===== src/rtl/riscv_pkg.sv =====
// Shared execute-stage definitions: divider op codes, ALU control codes and the
// divider FSM state encoding.
package riscv_pkg;

    localparam logic [1:0] DIV_OP_DIV  = 2'b00;
    localparam logic [1:0] DIV_OP_DIVU = 2'b01;
    localparam logic [1:0] DIV_OP_REM  = 2'b10;
    localparam logic [1:0] DIV_OP_REMU = 2'b11;

    // ALU control codes; ALU_DIV steers the execute result mux to the divider
    localparam logic [3:0] ALU_ADD  = 4'd0;
    localparam logic [3:0] ALU_SUB  = 4'd1;
    localparam logic [3:0] ALU_AND  = 4'd2;
    localparam logic [3:0] ALU_OR   = 4'd3;
    localparam logic [3:0] ALU_XOR  = 4'd4;
    localparam logic [3:0] ALU_SLL  = 4'd5;
    localparam logic [3:0] ALU_SRL  = 4'd6;
    localparam logic [3:0] ALU_SRA  = 4'd7;
    localparam logic [3:0] ALU_SLT  = 4'd8;
    localparam logic [3:0] ALU_SLTU = 4'd9;
    localparam logic [3:0] ALU_MUL  = 4'd10;
    localparam logic [3:0] ALU_DIV  = 4'd11;

    typedef enum logic [2:0] {
        IDLE = 3'd0,
        PREP = 3'd1,
        CALC = 3'd2,
        FIX  = 3'd3,
        DONE = 3'd4
    } div_state_t;

endpackage


===== src/rtl/seq_divider_div_step.sv =====
// One restoring division iteration: shift in the next dividend bit, subtract
// the divisor if it fits, emit the quotient bit.
module div_step #(
    parameter int Width = 32
) (
    input  logic [Width-1:0] rem,
    input  logic             din,
    input  logic [Width-1:0] divisor,
    output logic [Width-1:0] rem_next,
    output logic             qbit
);
    logic [Width:0] shifted;
    logic [Width:0] trial;

    // Full rem is shifted so the step stays exact for unsigned divisors >= 2^(Width-1)
    assign shifted  = {rem, din};
    assign trial    = shifted - {1'b0, divisor};
    assign qbit     = ~trial[Width];
    assign rem_next = qbit ? trial[Width-1:0] : shifted[Width-1:0];

endmodule


===== src/rtl/seq_divider.sv =====
// Iterative radix-2 restoring divider for RV32M DIV/DIVU/REM/REMU with
// constant Width+2 cycle latency from the accepting edge.
module seq_divider
    import riscv_pkg::*;
#(
    parameter int Width = 32
) (
    input  logic             clk,
    input  logic             reset_n,
    input  logic             start,
    input  logic [1:0]       op,
    input  logic [Width-1:0] operand1,
    input  logic [Width-1:0] operand2,
    output logic             busy,
    output logic             done,
    output logic [Width-1:0] result,
    output logic             zero
);
    localparam int CW = $clog2(Width);

    div_state_t       state, state_nx;
    logic [CW-1:0]    cnt;
    logic [1:0]       op_r;
    logic [Width-1:0] a_r, b_r;
    logic [Width-1:0] rem, quo, dmag;
    logic             q_neg, r_neg;
    logic [Width-1:0] rem_nx;
    logic             qbit;
    logic             is_signed;
    logic [Width-1:0] q_fix, r_fix, fix_val;

    assign is_signed = ~op_r[0];

    div_step #(.Width(Width)) u_step (
        .rem      (rem),
        .din      (quo[Width-1]),
        .divisor  (dmag),
        .rem_next (rem_nx),
        .qbit     (qbit)
    );

    always_comb begin
        state_nx = state;
        case (state)
            IDLE:    if (start) state_nx = PREP;
            PREP:    state_nx = CALC;
            CALC:    if (cnt == '0) state_nx = FIX;
            FIX:     state_nx = DONE;
            DONE:    state_nx = start ? PREP : IDLE;
            default: state_nx = IDLE;
        endcase
    end

    // Sign fix-up and the two architecturally defined special cases
    always_comb begin
        q_fix = q_neg ? -quo : quo;
        r_fix = r_neg ? -rem : rem;
        if (b_r == '0) begin
            q_fix = '1;
            r_fix = a_r;
        end else if (is_signed && a_r == {1'b1, {(Width-1){1'b0}}} && b_r == '1) begin
            q_fix = a_r;
            r_fix = '0;
        end
        fix_val = op_r[1] ? r_fix : q_fix;
    end

    always_ff @(posedge clk) begin
        if (!reset_n) begin
            state  <= IDLE;
            cnt    <= '0;
            op_r   <= '0;
            a_r    <= '0;
            b_r    <= '0;
            rem    <= '0;
            quo    <= '0;
            dmag   <= '0;
            q_neg  <= 1'b0;
            r_neg  <= 1'b0;
            result <= '0;
        end else begin
            state <= state_nx;
            case (state)
                IDLE, DONE: begin
                    if (start) begin
                        op_r <= op;
                        a_r  <= operand1;
                        b_r  <= operand2;
                    end
                end
                PREP: begin
                    q_neg <= is_signed & (a_r[Width-1] ^ b_r[Width-1]);
                    r_neg <= is_signed & a_r[Width-1];
                    quo   <= (is_signed && a_r[Width-1]) ? -a_r : a_r;
                    dmag  <= (is_signed && b_r[Width-1]) ? -b_r : b_r;
                    rem   <= '0;
                    cnt   <= CW'(Width - 1);
                end
                CALC: begin
                    rem <= rem_nx;
                    quo <= {quo[Width-2:0], qbit};
                    cnt <= cnt - 1'b1;
                end
                FIX:     result <= fix_val;
                default: ;
            endcase
        end
    end

    assign busy = (state == PREP) || (state == CALC) || (state == FIX);
    assign done = (state == DONE);
    assign zero = (result == '0);

endmodule

===== config.mk =====
export PLATFORM = sky130hd
export DESIGN_NAME = seq_divider
export DESIGN_NICKNAME = d
export VERILOG_FILES = /design/src/rtl/riscv_pkg.sv /design/src/rtl/seq_divider_div_step.sv /design/src/rtl/seq_divider.sv
export SDC_FILE = /design/constraint.sdc
export NUM_CORES = 1
export LEC_CHECK = 0
export CORE_MARGIN = 5
export CORE_UTILIZATION = 40
export CTS_BUF_LIST = sky130_fd_sc_hd__clkbuf_8
export CTS_CLUSTER_SIZE = 40
export DETAILED_ROUTE_END_ITERATION = 8
export PLACE_DENSITY = 0.67
export SYNTH_ARGS = -nofsm -noshare
export SYNTH_HDL_FRONTEND = slang
export SYNTH_SLANG_ARGS = --single-unit

===== constraint.sdc =====
create_clock -name clk -period 5.55 [get_ports clk]
set_clock_uncertainty 0.05 [all_clocks]
set_input_delay 1.665 -clock clk [delete_from_list [all_inputs] [get_ports clk]]
set_output_delay 1.665 -clock clk [all_outputs]
set_load 0.02 [all_outputs]

==> impl_metrics.ini, run 1 <==
[status]
status = finished, final reports clean

[yosys]
postSynthAreaPerCell_um2 = 7.51
synthAdderAreaFrac_pct = 3.98
synth_cells = 1702
synth.mux.area_fraction_pct = 0.470
synth_top_cell_by_area = dfxtp_1
synth_top_cell_area_share_pct = 32.0
synthSimpleGateAreaFrac_pct = 20.7
seq_area_frac_synth_pct = 32.0
syn-num-nets = 1811
synthTopCellsByArea = dfxtp_1, nand2_1, a21oi_1
synth_compound_area_share_pct = 27.6
synth_cell_type_count = 74
synth-main-ff-cell = dfxtp_1
synth_edf_count = 0
ys_warn_count = 0
ys_async_sr_fraction_pct = 0
synth_xor_area_share_pct = 9.80
ys_seq_elements = 204
synth_top_family_by_area = compound AO/OA/AOI/OAI gates
netlist_area_um2 = 12800

[setup_path]
crit_path_max_incr_delay_ns = 0.65
worstPathCellList = nor4_1 > nand4_1 > nor2_1 > clkdlybuf4s50_1
crit_path_end_kind = output port
crit_slowest_cell = nor4_1
cp.required_ns = 3.84
startpoint_type = register
worstPathMaxFanout = 3
path_class = reg2out
cp_top_family = simple AND/OR/NAND/NOR gates
crit_buf_inv = 1
critPathArrivalTime_ns = 2.76

[clock_network]
post_cts_resized = 0
ctsLongestPathBuffers = 3
path_clk_slew_ns = 0.06
h-tree-depth = 2
clock_latency_ns = 0.54
cts-root-buf = clkbuf_8
cts_buffers = 37
cts_setup_buffers = 0
cts_tree = built
clock_sinks = 204
postCtsHoldBufs = 0

[drt]
num_vias = 12600
drc = 0
avgViaCountPerCell = 5.82
drtPass1Iterations = 5
wl_per_cell_um = 18.8
ant_nets = 0
drt-initial-drc-count = 1173
routed_wl_um = 40600

[global_route]
antenna_found_initial = 0
grt_first_pass_wirelength_um = 63800
grt_overflow = 0
grt_use_total_pct = 21.7
grt_pass1_vias = 11500
grt_start_max_net_pins = 105

[job]
drv_cap = 0

[sta]
period_share_pct = 80.6
finalHoldViolations = 0
setup_viol = 0
final.setup.worst_slack_ns = 1.07
slew_violations = 0
slew-limit-headroom_pct = 9.24
tightest_slew_ns = 1.36
fin_tns_setup_ns = 0
clock.fmax_mhz = 223
min_period_ns = 4.48
rsz0062_at_grt = no

[placed_design]
gp_routability_congestion = 0.950
dp_slack_ns = 1.77
post_dp_cell_area_um2 = 14000
port_buffers = 103
dp_hpwl_um = 29800

[layout]
final_cell_mix = nand2_1, a21oi_1, dfxtp_1
area_delta_synth_final_pct = 15.3
layout.nets = 1851
antenna_cells = 0
final_common_cell = nand2_1
drive_gt1_share_pct = 5.67
design_area_um2 = 14700

[die]
start_util_pct = 40.5
fp-row-count = 65
die_w_um = 189
die_h_um = 189
die-area_um2 = 35600
io_pins = 104
core_um2 = 31600

[power_and_ir_drop]
p_leak_nw = 5.61
power.total_w = 0.00511
peakVddDrop_mv = 0.182
p_per_area_nw_per_um2 = 347

[worst_hold_path]
hp-class = reg2reg
## path summary, 6_finish.rpt
kind / startpoint / slack [ns] / depth (start not counted) / endpoint
worst max-delay path: result[27]$_SDFFE_PN0P_ / 1.07 / 4 / zero
worst min-delay path: dmag[31]$_SDFFE_PN0P_ / 0.41 / 2 / dmag[31]$_SDFFE_PN0P_
worst max register to register: rem[0]$_SDFFE_PN0P_ / 1.78 / 12 / quo[0]$_SDFFE_PN0P_
worst min register to register: dmag[31]$_SDFFE_PN0P_ / 0.41 / 2 / dmag[31]$_SDFFE_PN0P_
## cell type report
type	instances	area (µm²)
sequential	204	4080
timing repair buffer	119	1160
inverter	63	239
clock inverter	13	82.6
fill	3169	16800
multi-input combinational	1317	8020
tap	402	503
clock buffer	47	647
## cell families (layout without fill, tap and decap cells)
logic type               count (synthesis)  after routing
AO/OA/AOI/OAI                          557            557
XOR/XNOR                               143            143
adder cells (fa/ha/maj)                 40             40
buffers and inverters                  181            242
flip-flops                             204            204
multiplexers                             6              6
AND/OR/NAND/NOR                        571            571
## worst min-delay path: stages (launching register included)
cell and delay [ns]:
dfxtp_1 0.31, nand2_1 0.05, a21oi_1 0.05
## layer usage
metal	vias to the layer above	track usage (%)	part of all wire, %
li1	6174	-	-
met1	5912	30.5	46
met4	0	6.08	2.4
met5	-	0	0
met2	456	34.0	44
met3	69	4.13	7.9
## power by group
part	switching (W)	internal [W]	total, W	leakage [nW]
registers	0.000180	0.00158	0.00176	1.66
logic	0.00118	0.000739	0.00192	3.54
clock network	0.000628	0.000799	0.00143	0.406
## flip-flops by register name, indices dropped and copies added, names as in the netlist
signal	count
a_r	32
b_r	32
dmag	32
quo	32
rem	32
result	32
cnt	5
state	3
op_r	2
q_neg	1
r_neg	1
## stage by stage
stage | util (%) | cells | hold WS (ns)
4_1_cts | 46.7 | 2165 | 0.404
5_1_grt | 46.7 | 2165 | 0.439
3_5_place_dp | 44.4 | 2105 | 0.398
3_3_place_gp | 44.4 | 2105 | 0.393
2_1_floorplan | - | 1702 | 0.382
6_report | 46.7 | 2165 | 0.407
## cells in the mapped netlist, drive strengths merged, types with 5 or more instances
cell type	number
nor3	29
nor2	113
o41ai	15
ha	39
or4	19
buf	21
a221oi	16
a311oi	8
clkbuf	97
o31ai	34
o22ai	7
nor4	17
nand4	23
xor2	73
a22o	16
inv	62
a211oi	39
nand3	20
nand2b	12
nor2b	8
a21o	12
a22oi	31
o211a	5
o21ai	121
a21oi	205
mux2i	6
or3	21
xnor2	70
nand2	278
or2	10
a31oi	11
dfxtp	204
(Power assumes the default switching activity.)
==> run 2, diff against run 1 <==
- clock period: 5.55 -> 4.2 ns (I/O delays scaled with it)
==> impl_metrics.ini, run 2 (synthesis gave the netlist of run 1 again) <==
[status]
status = finished, final reports clean

[power_and_ir_drop]
clkPwrFrac_pct = 28.3
peakVddDrop_mv = 0.250
p_switching_w = 0.00264
p_per_area_nw_per_um2 = 461
switching_share_pct = 38.4
p_leak_nw = 5.72
p_seq_share_pct = 33.8
power_frac_comb_pct = 37.9
internal-power_w = 0.00423

[job]
drv_cap = 0

[drt]
drtPass1Iterations = 5
drc = 0
ant_nets = 0
drt-initial-drc-count = 1131
wl_per_cell_um = 18.2
routed_wl_um = 39800
avgViaCountPerCell = 5.73
num_vias = 12500

[die]
die-area_um2 = 35600
start_util_pct = 40.5
die_w_um = 189
fp-row-count = 65
core_um2 = 31600
io_pins = 104
die_h_um = 189

[sta]
period_share_pct = 94.8
finalHoldViolations = 0
clock.fmax_mhz = 251
rsz0062_at_grt = no
slew-limit-headroom_pct = 34.3
tightest_slew_ns = 0.985
setup_viol = 0
slew_violations = 0
min_period_ns = 3.98
fin_tns_setup_ns = 0

[clock_network]
cts_buffers = 38
clock_latency_ns = 0.54
post_cts_resized = 0
h-tree-depth = 2
ctsLongestPathBuffers = 3
postCtsHoldBufs = 0
cts_tree = built
cts_setup_buffers = 0
cts-root-buf = clkbuf_8
path_clk_slew_ns = 0.06
clock_sinks = 204

[placed_design]
dp_hpwl_um = 30000
place_inst = 2123
gp_routability_congestion = 0.912
post_dp_cell_area_um2 = 14100
port_buffers = 103

[layout]
area_delta_synth_final_pct = 16.6
final_cells = 2186
drive_gt1_share_pct = 6.78
final_common_cell = nand2_1
layout.nets = 1870
final_cell_mix = nand2_1, a21oi_1, dfxtp_1
antenna_cells = 0
design_area_um2 = 14900
postLayoutCoreUtil_pct = 47.2

[global_route]
grt_start_max_net_pins = 79
grt_overflow = 0
grt_first_pass_wirelength_um = 63000
grt_pass1_vias = 11500
grt_use_total_pct = 21.4
antenna_found_initial = 0

[worst_hold_path]
worstHoldStart = dmag[15]$_SDFFE_PN0P_
min_to = dmag[15]$_SDFFE_PN0P_
hp-class = reg2reg
hold_depth = 2

[setup_path]
worstPathMaxFanout = 13
crit_path_end_kind = register
crit_slowest_cell = nor4_1
cp.required_ns = 4.57
rr_worst_depth = 7
r2r_slack_ns = 0.22
crit_path_max_incr_delay_ns = 0.74
critPathArrivalTime_ns = 4.35
r2r-end = result[11]$_SDFFE_PN0P_
worstPathCellList = or4_1 > nor4_1 > nand4_1 > or2_1 > nand3_1 > o21ai_0 > o221a_1
path_class = reg2reg
r2r-start = a_r[24]$_SDFFE_PN0P_
startpoint_type = register
## run 2: worst max path at each step
stage | startpoint | endpoint | slack [ns] | cells after the start
2_1_floorplan | rem[20]$_SDFFE_PN0P_ | rem[14]$_SDFFE_PN0P_ | 1.28 | 11
3_3_place_gp | a_r[24]$_SDFFE_PN0P_ | result[11]$_SDFFE_PN0P_ | 0.42 | 7
3_5_place_dp | a_r[24]$_SDFFE_PN0P_ | result[11]$_SDFFE_PN0P_ | 0.40 | 7
4_1_cts | result[30]$_SDFFE_PN0P_ | zero | 0.36 | 4
5_1_grt | quo[31]$_SDFFE_PN0P_ | quo[0]$_SDFFE_PN0P_ | 0.05 | 13
6_report | a_r[24]$_SDFFE_PN0P_ | result[11]$_SDFFE_PN0P_ | 0.22 | 7
## run 2: power by group through the flow
stage / clock network [W] / logic (W) / registers, W
final: 0.00194 / 0.00260 / 0.00232
after global routing: 0.00206 / 0.00287 / 0.00234
after CTS: 0.00198 / 0.00258 / 0.00231
after detailed placement: 0 / 0.00257 / 0.00235
after global placement: 0 / 0.00255 / 0.00235
after floorplan: 0 / 0.00192 / 0.00227
## run 2: critical path: cells and delay by family, from the launching register on
| kind | cells | cell delay [ns] |
|---|---|---|
| simple gates | 5 | 2.80 |
| compound gates | 2 | 0.61 |
| flops | 1 | 0.40 |
## run 2: routing by layer
layer | track usage, % | routed length, µm | part of all wire (%)
met1 | 30.7 | 18700 | 47
met2 | 33.6 | 17500 | 44
met3 | 3.82 | 2730 | 6.9
met4 | 5.13 | 850 | 2.1
met5 | 0 | 0 | 0
## run 2: per-stage QoR
stage	setup slack [ns]	hold slack, ns	power, W
4_1_cts	0.356	0.419	0.00687
3_3_place_gp	0.425	0.394	0.00490
6_report	0.218	0.420	0.00686
3_5_place_dp	0.401	0.406	0.00493
5_1_grt	0.0456	0.431	0.00727
2_1_floorplan	1.28	0.382	0.00419
## run 2: layout make-up
cell class	instances	area, µm²
fillers	3171	16700
multi-input cells	1317	8020
flip-flops and latches	204	4080
repair buffers	137	1300
clock buffers	46	633
well taps	402	503
inverters	63	239
clock inverters	17	125
